==> src/rtl/calc_key_pkg.sv <==
// Shared types and key codes for the calculator Input Unit key sequencer.
// Optional feature macro used by the consumers of this package: KEY_BKSP_EN.
package calc_key_pkg;

    // Decoded keypad codes; 0-9 are plain digits.
    localparam logic [4:0] KEY_9    = 5'd9;
    localparam logic [4:0] KEY_ADD  = 5'd10;
    localparam logic [4:0] KEY_SUB  = 5'd11;
    localparam logic [4:0] KEY_MUL  = 5'd12;
    localparam logic [4:0] KEY_DIV  = 5'd13;
    localparam logic [4:0] KEY_EQ   = 5'd14;
    localparam logic [4:0] KEY_CLR  = 5'd15;
    localparam logic [4:0] KEY_BKSP = 5'd16;

    typedef enum logic [1:0] {
        OP_ADD = 2'd0,
        OP_SUB = 2'd1,
        OP_MUL = 2'd2,
        OP_DIV = 2'd3
    } op_e;

    typedef enum logic [1:0] {
        ENTRY_A = 2'd0,
        ENTRY_B = 2'd1,
        RESULT  = 2'd2
    } phase_e;

    typedef enum logic [1:0] {
        ACT_IDLE    = 2'd0,
        ACT_TRIG_HI = 2'd1,
        ACT_TRIG_LO = 2'd2,
        ACT_CLR     = 2'd3
    } act_e;

    function automatic logic is_operator(input logic [4:0] code);
        return (code >= KEY_ADD) && (code <= KEY_DIV);
    endfunction

    function automatic op_e key_to_op(input logic [4:0] code);
        op_e op;
        case (code)
            KEY_SUB: op = OP_SUB;
            KEY_MUL: op = OP_MUL;
            KEY_DIV: op = OP_DIV;
            default: op = OP_ADD;
        endcase
        return op;
    endfunction

endpackage

==> src/rtl/sr_action_seq.sv <==
// Shift-register action sequencer: one trigger pulse (high then low) or one
// clear cycle per request, with a ready flag that is high only when idle.
module sr_action_seq
    import calc_key_pkg::*;
(
    input  logic clk,
    input  logic reset,
    input  logic i_start_trig,
    input  logic i_start_clr,
    output logic o_ready,
    output logic o_sr_trig,
    output logic o_sr_clr_n
);

    act_e r_state;
    act_e w_next;
    logic r_clr_n;

    // State register; the clear strobe is registered so it is held low in reset.
    always_ff @(posedge clk or negedge reset) begin
        if (!reset) begin
            r_state <= ACT_IDLE;
            r_clr_n <= 1'b0;
        end else begin
            // NOTE: state uses non-blocking assignment so every flop samples pre-edge values.
            r_state <= w_next;
            r_clr_n <= (w_next != ACT_CLR);
        end
    end

    // Next-state decode: a clear request wins over a trigger request.
    always_comb begin
        w_next = r_state;
        case (r_state)
            ACT_IDLE: begin
                if (i_start_clr) begin
                    w_next = ACT_CLR;
                end else if (i_start_trig) begin
                    w_next = ACT_TRIG_HI;
                end
            end
            ACT_TRIG_HI: w_next = ACT_TRIG_LO;
            ACT_TRIG_LO: w_next = ACT_IDLE;
            ACT_CLR:     w_next = ACT_IDLE;
            default:     w_next = ACT_IDLE;
        endcase
    end

    assign o_ready    = (r_state == ACT_IDLE);
    assign o_sr_trig  = (r_state == ACT_TRIG_HI);
    assign o_sr_clr_n = r_clr_n;

endmodule

==> src/rtl/key_entry_ctrl.sv <==
// Key entry controller: turns decoded keypad codes into shift-register
// actions and captures operand A, operator and operand B for the execution unit.
// Optional backspace support is enabled by defining KEY_BKSP_EN.
module key_entry_ctrl
    import calc_key_pkg::*;
#(
    parameter int COUNT = 4,
    parameter int WIDTH = 4
) (
    input  logic                       clk,
    input  logic                       reset,
    input  logic                       key_valid,
    input  logic [4:0]                 key_code,
    output logic                       key_ready,
    input  logic [COUNT*WIDTH-1:0]     sr_out,
    output logic                       sr_trig,
    output logic                       sr_dir,
    output logic [WIDTH-1:0]           sr_in,
    output logic                       sr_clr_n,
    output logic [$clog2(COUNT+1)-1:0] digit_count,
    output logic [COUNT*WIDTH-1:0]     operand_a,
    output logic [COUNT*WIDTH-1:0]     operand_b,
    output logic [1:0]                 op_code,
    output logic                       calc_start,
    output logic [1:0]                 entry_phase,
    output logic                       overflow
);

    localparam int CW = $clog2(COUNT + 1);
    localparam int DW = COUNT * WIDTH;
    localparam logic [CW-1:0] COUNT_MAX = CW'(COUNT);

    phase_e          r_phase,   w_phase_nx;
    logic [CW-1:0]   r_count,   w_count_nx;
    logic            r_ovf,     w_ovf_nx;
    logic [DW-1:0]   r_op_a,    w_op_a_nx;
    logic [DW-1:0]   r_op_b,    w_op_b_nx;
    op_e             r_op,      w_op_nx;
    logic            r_calc,    w_calc_nx;
    logic [WIDTH-1:0] r_in,     w_in_nx;
    logic            r_pend,    w_pend_nx;
    logic [3:0]      r_pend_d,  w_pend_d_nx;
`ifdef KEY_BKSP_EN
    logic            r_dir,     w_dir_nx;
`endif

    logic       w_seq_ready;
    logic       w_start_trig;
    logic       w_clear;
    logic       w_take;
    logic [4:0] w_code;

    // A digit typed in RESULT is parked while the clear runs, then replayed.
    assign key_ready = w_seq_ready && !r_pend;
    assign w_take    = (key_valid && key_ready) || (r_pend && w_seq_ready);
    assign w_code    = r_pend ? {1'b0, r_pend_d} : key_code;

    sr_action_seq u_seq (
        .clk          (clk),
        .reset        (reset),
        .i_start_trig (w_start_trig),
        .i_start_clr  (w_clear),
        .o_ready      (w_seq_ready),
        .o_sr_trig    (sr_trig),
        .o_sr_clr_n   (sr_clr_n)
    );

    // Key decode: decide the next phase, counters, captures and shift action.
    always_comb begin
        // NOTE: every signal gets a default first so no path can infer a latch.
        w_phase_nx   = r_phase;
        w_count_nx   = r_count;
        w_ovf_nx     = r_ovf;
        w_op_a_nx    = r_op_a;
        w_op_b_nx    = r_op_b;
        w_op_nx      = r_op;
        w_calc_nx    = 1'b0;
        w_in_nx      = r_in;
        w_pend_nx    = r_pend;
        w_pend_d_nx  = r_pend_d;
        w_start_trig = 1'b0;
        w_clear      = 1'b0;
`ifdef KEY_BKSP_EN
        w_dir_nx     = r_dir;
`endif
        if (w_take) begin
            w_pend_nx = 1'b0;
            if (w_code <= KEY_9) begin
                if (r_phase == RESULT) begin
                    w_clear     = 1'b1;
                    w_pend_nx   = 1'b1;
                    w_pend_d_nx = w_code[3:0];
                end else if (r_count == '0 && w_code[3:0] == 4'd0) begin
                    // Leading zero carries no value; nothing to shift.
                end else if (r_count == COUNT_MAX) begin
                    w_ovf_nx = 1'b1;
                end else begin
`ifdef KEY_BKSP_EN
                    w_dir_nx     = 1'b0;
`endif
                    w_in_nx      = WIDTH'(w_code[3:0]);
                    w_count_nx   = r_count + 1'b1;
                    w_start_trig = 1'b1;
                end
            end else if (is_operator(w_code)) begin
                if (r_phase == ENTRY_A) begin
                    w_op_a_nx  = sr_out;
                    w_op_nx    = key_to_op(w_code);
                    w_phase_nx = ENTRY_B;
                    w_count_nx = '0;
                    w_clear    = 1'b1;
                end else if (r_phase == ENTRY_B && r_count == '0) begin
                    w_op_nx = key_to_op(w_code);
                end
            end else if (w_code == KEY_EQ) begin
                if (r_phase == ENTRY_B) begin
                    w_op_b_nx  = sr_out;
                    w_calc_nx  = 1'b1;
                    w_phase_nx = RESULT;
                end
            end else if (w_code == KEY_CLR) begin
                w_clear = 1'b1;
`ifdef KEY_BKSP_EN
            end else if (w_code == KEY_BKSP) begin
                if (r_phase != RESULT && r_count != '0) begin
                    w_dir_nx     = 1'b1;
                    w_in_nx      = '0;
                    w_count_nx   = r_count - 1'b1;
                    w_start_trig = 1'b1;
                end
`endif
            end
        end
        // Full clear; an operator in ENTRY_A only borrows the clear strobe.
        if (w_clear && !(w_take && is_operator(w_code))) begin
            w_phase_nx = ENTRY_A;
            w_count_nx = '0;
            w_ovf_nx   = 1'b0;
            w_op_a_nx  = '0;
            w_op_b_nx  = '0;
            w_op_nx    = OP_ADD;
        end
    end

    // Controller registers.
    always_ff @(posedge clk or negedge reset) begin
        if (!reset) begin
            r_phase  <= ENTRY_A;
            r_count  <= '0;
            r_ovf    <= 1'b0;
            r_op_a   <= '0;
            r_op_b   <= '0;
            r_op     <= OP_ADD;
            r_calc   <= 1'b0;
            r_in     <= '0;
            r_pend   <= 1'b0;
            r_pend_d <= '0;
`ifdef KEY_BKSP_EN
            r_dir    <= 1'b0;
`endif
        end else begin
            r_phase  <= w_phase_nx;
            r_count  <= w_count_nx;
            r_ovf    <= w_ovf_nx;
            r_op_a   <= w_op_a_nx;
            r_op_b   <= w_op_b_nx;
            r_op     <= w_op_nx;
            r_calc   <= w_calc_nx;
            r_in     <= w_in_nx;
            r_pend   <= w_pend_nx;
            r_pend_d <= w_pend_d_nx;
`ifdef KEY_BKSP_EN
            r_dir    <= w_dir_nx;
`endif
        end
    end

`ifdef KEY_BKSP_EN
    assign sr_dir = r_dir;
`else
    assign sr_dir = 1'b0;
`endif
    assign sr_in       = r_in;
    assign digit_count = r_count;
    assign operand_a   = r_op_a;
    assign operand_b   = r_op_b;
    assign op_code     = r_op;
    assign calc_start  = r_calc;
    assign entry_phase = r_phase;
    assign overflow    = r_ovf;

endmodule

==> config.mk <==
export PLATFORM = sky130hd
export DESIGN_NAME = key_entry_ctrl
export DESIGN_NICKNAME = d
export VERILOG_FILES = /design/src/rtl/calc_key_pkg.sv /design/src/rtl/sr_action_seq.sv /design/src/rtl/key_entry_ctrl.sv
export SDC_FILE = /design/constraint.sdc
export NUM_CORES = 1
export LEC_CHECK = 0
export ABC_AREA = 1
export BUFFER_PORTS_ARGS = -buffer_cell sky130_fd_sc_hd__buf_2
export CAP_MARGIN = 20
export CORE_MARGIN = 1
export CORE_UTILIZATION = 50
export CTS_BUF_LIST = sky130_fd_sc_hd__clkbuf_2 sky130_fd_sc_hd__clkbuf_4 sky130_fd_sc_hd__clkbuf_8
export DETAILED_ROUTE_END_ITERATION = 10
export PLACE_DENSITY = 0.77
export SLEW_MARGIN = 20
export SYNTH_ARGS = -nofsm -noshare
export SYNTH_HDL_FRONTEND = slang
export SYNTH_SLANG_ARGS = --single-unit
==> constraint.sdc <==
create_clock -name clk -period 2.9 [get_ports clk]
set_input_delay 0.58 -clock clk [delete_from_list [all_inputs] [get_ports clk]]
set_output_delay 0.58 -clock clk [all_outputs]
set_load 0.02 [all_outputs]
* After elaboration in Yosys (flattened, before gate mapping)
Cells that the tools add are included.
** Cells by class
- $lt $le $gt $ge :: 3
- Reductions and logical operators :: 36
- Add/sub/neg operators :: 1
- Bitwise logic cells :: 3
- Mux-type cells :: 61
- Equal/unequal tests :: 20
** Operators by type and width (number)
- 16-bit 2-to-1 mux :: 11
- 2-bit 2-to-1 mux :: 15
- 5-bit by 4-bit equality test with 1-bit output, second input constant :: 5
- 1-bit 2-to-1 mux :: 24
- 3-bit 2-to-1 mux :: 8
- 5-bit AND reduction :: 4
- 3-bit nonzero test :: 5
- 2-bit nonzero test :: 7
- 2-bit one-hot mux with 3 select lines :: 2
- 5-bit by 4-bit less-or-equal comparator with 1-bit output, second input constant :: 2
- 3-bit by 2-bit != test with 1-bit output, second input constant :: 3
- 1-bit logical AND :: 8
- 2-bit by 1-bit != test with 1-bit output, second input constant :: 4
- 4-bit AND reduction :: 2
- 2-bit equality test, second input constant :: 3
- 6-bit AND reduction :: 1
- 5-bit by 4-bit >= comparator with 1-bit output, second input constant :: 1
- 5-bit 2-to-1 mux :: 1
- 2-bit by 1-bit equality test with 1-bit output, second input constant :: 2
- 2-bit zero test :: 2
- 4-bit zero test :: 1
- 3-bit by 1-bit adder with 3-bit output, second input constant :: 1
- 3-bit equality test, second input constant :: 1
- 3-bit zero test :: 1
- other kinds (7) :: 10
** Word-level totals
- Flip-flop bits (word level) :: 53
- Output and inout bits :: 49
- Logic and storage cells :: 136

* Longest topological paths before layout
- Depth after elaboration :: 11
- Gate-level depth with buffers :: 16
- Mapped depth without buffers :: 15

* Hierarchy
From an unflattened synthesis, not the netlist that was laid out.
** Second synthesis, totals
- Cells, all modules :: 286
- Area, all modules :: 2742.6 um2
** By module, submodules not included
- key_entry_ctrl :: cells an instance 273, area each 2627.5 um2, times used 1
- sr_action_seq :: cells an instance 13, area each 115.1 um2, times used 1

* Worst setup path after synthesis
Ideal clock, no wire load.
- Path type :: input -> register
- Start :: input key_code[1]
- End :: register r_op_b[6] (netlist: operand_b[6])
- Stages on the path :: 16
- Slack :: 0.987 ns
- Library setup time :: 0.117 ns
- Required time :: 2.783 ns
- Arrival time :: 1.796 ns
- Path buffers :: 1
- Cells stage by stage :: inv_1 > nand2_1 > nand2_4 > nand2_4 > nand2_1 > nand2_2 > nand2_1 > inv_2 > nand3_2 > nand2_8 > nand2_8 > nand2_4 > inv_4 > buf_6 > nand2_1 > nand2_1
** On the way
- Word-level cells in the longest chain between the ends :: 10
** RTL lines
- start, declared :: line key_entry_ctrl.sv:13 : input logic [4:0] key_code,
- 5-bit 2-to-1 mux * :: line key_entry_ctrl.sv:56 : assign w_code = r_pend ? {1'b0, r_pend_d} : key_code;
- branches (longest 9 deep; another with 5-bit by 4-bit >= comparator with 1-bit output)
- end signal, assigned :: line key_entry_ctrl.sv:166 : r_op_b <= w_op_b_nx;
- end, declared :: line key_entry_ctrl.sv:37 : logic [DW-1:0] r_op_b, w_op_b_nx;
Every way passes the cells marked *.
A chain may end at the register's enable or synchronous reset.

* Worst setup path after layout
- Start :: register r_pend
- End :: register r_count[0] (netlist: digit_count[0])
** On the way
- Word-level cells in the longest chain between the ends :: 10
** RTL lines
- start, declared :: line key_entry_ctrl.sv:41 : logic r_pend, w_pend_nx;
- start signal, assigned :: line key_entry_ctrl.sv:170 : r_pend <= w_pend_nx;
- branches (longest 10 deep; another with 5-bit by 4-bit >= comparator with 1-bit output)
- end signal, assigned :: line key_entry_ctrl.sv:163 : r_count <= w_count_nx;
- end, declared :: line key_entry_ctrl.sv:34 : logic [CW-1:0] r_count, w_count_nx;
Parallel ways; which one is timed is not known. The select of a mux whose other input is x is not followed.

==> impl_metrics.json <==
{
  "required_ns": 3.09,
  "root_buffer": "clkbuf_8",
  "cts_resized": 0,
  "grt_max_degree": 23,
  "cts_hold_buffers": 0,
  "vdd_drop_max_mv": 0.425,
  "drtAntennaViolNets": 0,
  "syn_nets": 328,
  "nNetsFinal": 401,
  "via_count": 2230,
  "fmax_ghz": 0.411,
  "cts.clk_slew.worst_paths_ns": 0.09,
  "cts-buffers-inserted": 5,
  "place_hpwl_um": 4030,
  "crit_path_start_kind": "register",
  "cts_max_level": 2,
  "dieArea_um2": 5370,
  "ys_ff_latch": 53,
  "slew_headroom_pct": 66.7,
  "top_level_ports": 73,
  "globalplace.congestion": 0.870,
  "io_buffers": 71,
  "hold_class": "primary input to asynchronous set/reset pin",
  "grt_use_total_pct": 22.3,
  "core_area_um2": 4820,
  "r2r_cells": 15,
  "drtIter0Drc": 115,
  "r2r_start": "r_pend$_DFFE_PN0P_",
  "drv_slew": 0,
  "yosysWarnings": 0,
  "syn_area_um2": 2540,
  "antenna_found_initial": 0,
  "yosys.area.top_type": "dfrtp_1",
  "worst_hold_slack_ns": 0.187,
  "final_core_util_pct": 62.8,
  "outcome": "complete, no violations",
  "finClkSkew_ns": 0.0128,
  "drive_gt1_share_pct": 28.2,
  "tightest_slew_ns": 0.500,
  "synthCells": 302,
  "wl_per_cell_um": 12.6,
  "leakage_nw": 1.78,
  "r2r_slack_ns": 0.47,
  "post-cts-setup-buffers": 0,
  "cts_tree": "built",
  "hold_viol_final": 0,
  "tns_ns": 0,
  "rows": 25,
  "rsz0062_at_grt": "false",
  "clk_path_buf_depth": 2,
  "diodes": 0,
  "first_global_vias": 2014,
  "path_class": "register to register",
  "instances_no_fill": 443,
  "crit_fanout": 19,
  "seq_area_frac_synth_pct": 52.2,
  "cp-startpoint": "r_pend$_DFFE_PN0P_",
  "die_x_um": 73.3,
  "setup_viol": 0,
  "power_density_nw_per_um2": 950,
  "vias_per_cell": 5.03,
  "start_util_pct": 52.7,
  "period_minus_slack_ns": 2.43,
  "drt_pass1_iterations": 5,
  "reg2reg_to": "digit_count[0]$_DFFE_PN0P_",
  "grt_overflow": 0,
  "maxCapViolations": 0,
  "clkSinkCount": 53,
  "drc_errors": 0,
  "syn_to_final_growth_pct": 19.2,
  "grt_pass1_wl_um": 8980,
  "fin_crit_sh_pct": 83.9,
  "place_inst": 435,
  "clock_latency_ns": 0.31,
  "avgSynthCellArea_um2": 8.41,
  "fillers": 444,
  "synthTopCellsByArea": "dfrtp_1, nand2_1, inv_1",
  "synth_top_area_share_pct": 52.2,
  "drt_wl_total_um": 5590,
  "fin_area_um2": 3030,
  "critPathArrivalTime_ns": 2.63,
  "placed_cell_area_um2": 2930,
  "yosysUniqueCellTypes": 31,
  "crit_path_end_kind": "register",
  "dieHeight_um": 73.3
}
[sequential cells by signal (all words and copies together) (netlist names)]
register and count:
r_pend 1, operand_b 16, overflow 1, r_pend_d 4
entry_phase 2, u_seq.r_state 2, op_code 2, u_seq.o_sr_clr_n 1
sr_in 4, calc_start 1, operand_a 16, digit_count 3
[synth_stat cells, drive strengths merged]
| cell | count |
|---|---|
| ha | 2 |
| nand4 | 2 |
| o31ai | 1 |
| a21oi | 3 |
| nand2 | 133 |
| buf | 8 |
| nand3 | 23 |
| a31oi | 1 |
| xnor2 | 1 |
| inv | 34 |
| nor4 | 1 |
| o21ai | 16 |
| conb | 1 |
| nor3 | 2 |
| nor2 | 19 |
| dfrtp | 53 |
| o311ai | 2 |
[metrics by stage]
stage / power, W / setup WS [ns]
after global placement: 0.00243 / 0.604
final: 0.00287 / 0.466
after global routing: 0.00307 / 0.136
after floorplan: 0.00204 / 0.987
after detailed placement: 0.00246 / 0.512
after CTS: 0.00288 / 0.468
[worst max path at each step]
stage	cells past startpoint	endpoint
after floorplan	16	operand_b[6]$_DFFE_PN0P_
after global placement	15	operand_b[3]$_DFFE_PN0P_
after detailed placement	14	digit_count[0]$_DFFE_PN0P_
after CTS	14	digit_count[0]$_DFFE_PN0P_
after global routing	14	digit_count[1]$_DFFE_PN0P_
final	15	digit_count[0]$_DFFE_PN0P_
[worst max-delay path: stages (launching register included)]
cell and delay [ns]:
dfrtp_1 0.67, inv_2 0.18, nand2_1 0.15, nand2_4 0.09, nand2_4 0.10, nand2_1 0.06, nand2_2 0.09, nand2_1 0.12
inv_2 0.08, nand3_2 0.12, nand2_8 0.17, inv_2 0.14, nand2_1 0.14, inv_1 0.09, nand2_1 0.06, o21ai_1 0.06
[placed cells by master, fill, tap and decap left out, drive strengths merged]
| cell type | instances |
|---|---|
| nor4 | 1 |
| nand2 | 133 |
| inv | 34 |
| buf | 74 |
| a31oi | 1 |
| a21oi | 3 |
| nor2 | 19 |
| nand3 | 23 |
| o311ai | 2 |
| ha | 2 |
| xnor2 | 1 |
| nand4 | 2 |
| clkbuf | 6 |
| nor3 | 2 |
| conb | 1 |
| clkinvlp | 2 |
| dfrtp | 53 |
| o21ai | 16 |
| o31ai | 1 |
[cell type report]
cell class              count  area [um2]  area share (%)
clock inverters             2        15.0           0.496
well taps                  67        83.8            2.77
multi-input cells         207        1020            33.6
clock buffers               6        76.3            2.52
inverters                  34         130            4.30
repair buffers             74         378            12.5
flip-flops and latches     53        1330            43.8
[where the power goes]
part	internal [W]	leakage [nW]	switching (W)
registers	0.00102	0.700	0.000180
logic	0.000400	1.03	0.000847
clock network	0.000180	0.0408	0.000244
total	0.00160	1.78	0.00127
[cells by family after synthesis]
family,synth area share [%]
XOR/XNOR,0.345
adder cells (fa/ha/maj),0.986
AO/OA/AOI/OAI,5.57
AND/OR/NAND/NOR,33.0
other,0.148
buffers and inverters,7.74
flip-flops,52.2
[per-layer routing]
metal | track usage, % | routed length [um] | vias to the layer above
li1 | - | - | 1088
met1 | 30.3 | 2520 | 1038
met2 | 34.4 | 2600 | 93
met3 | 5.49 | 369 | 11
met4 | 8.71 | 99 | 0
met5 | 0 | 0 | -
(Power assumes the default switching activity.)
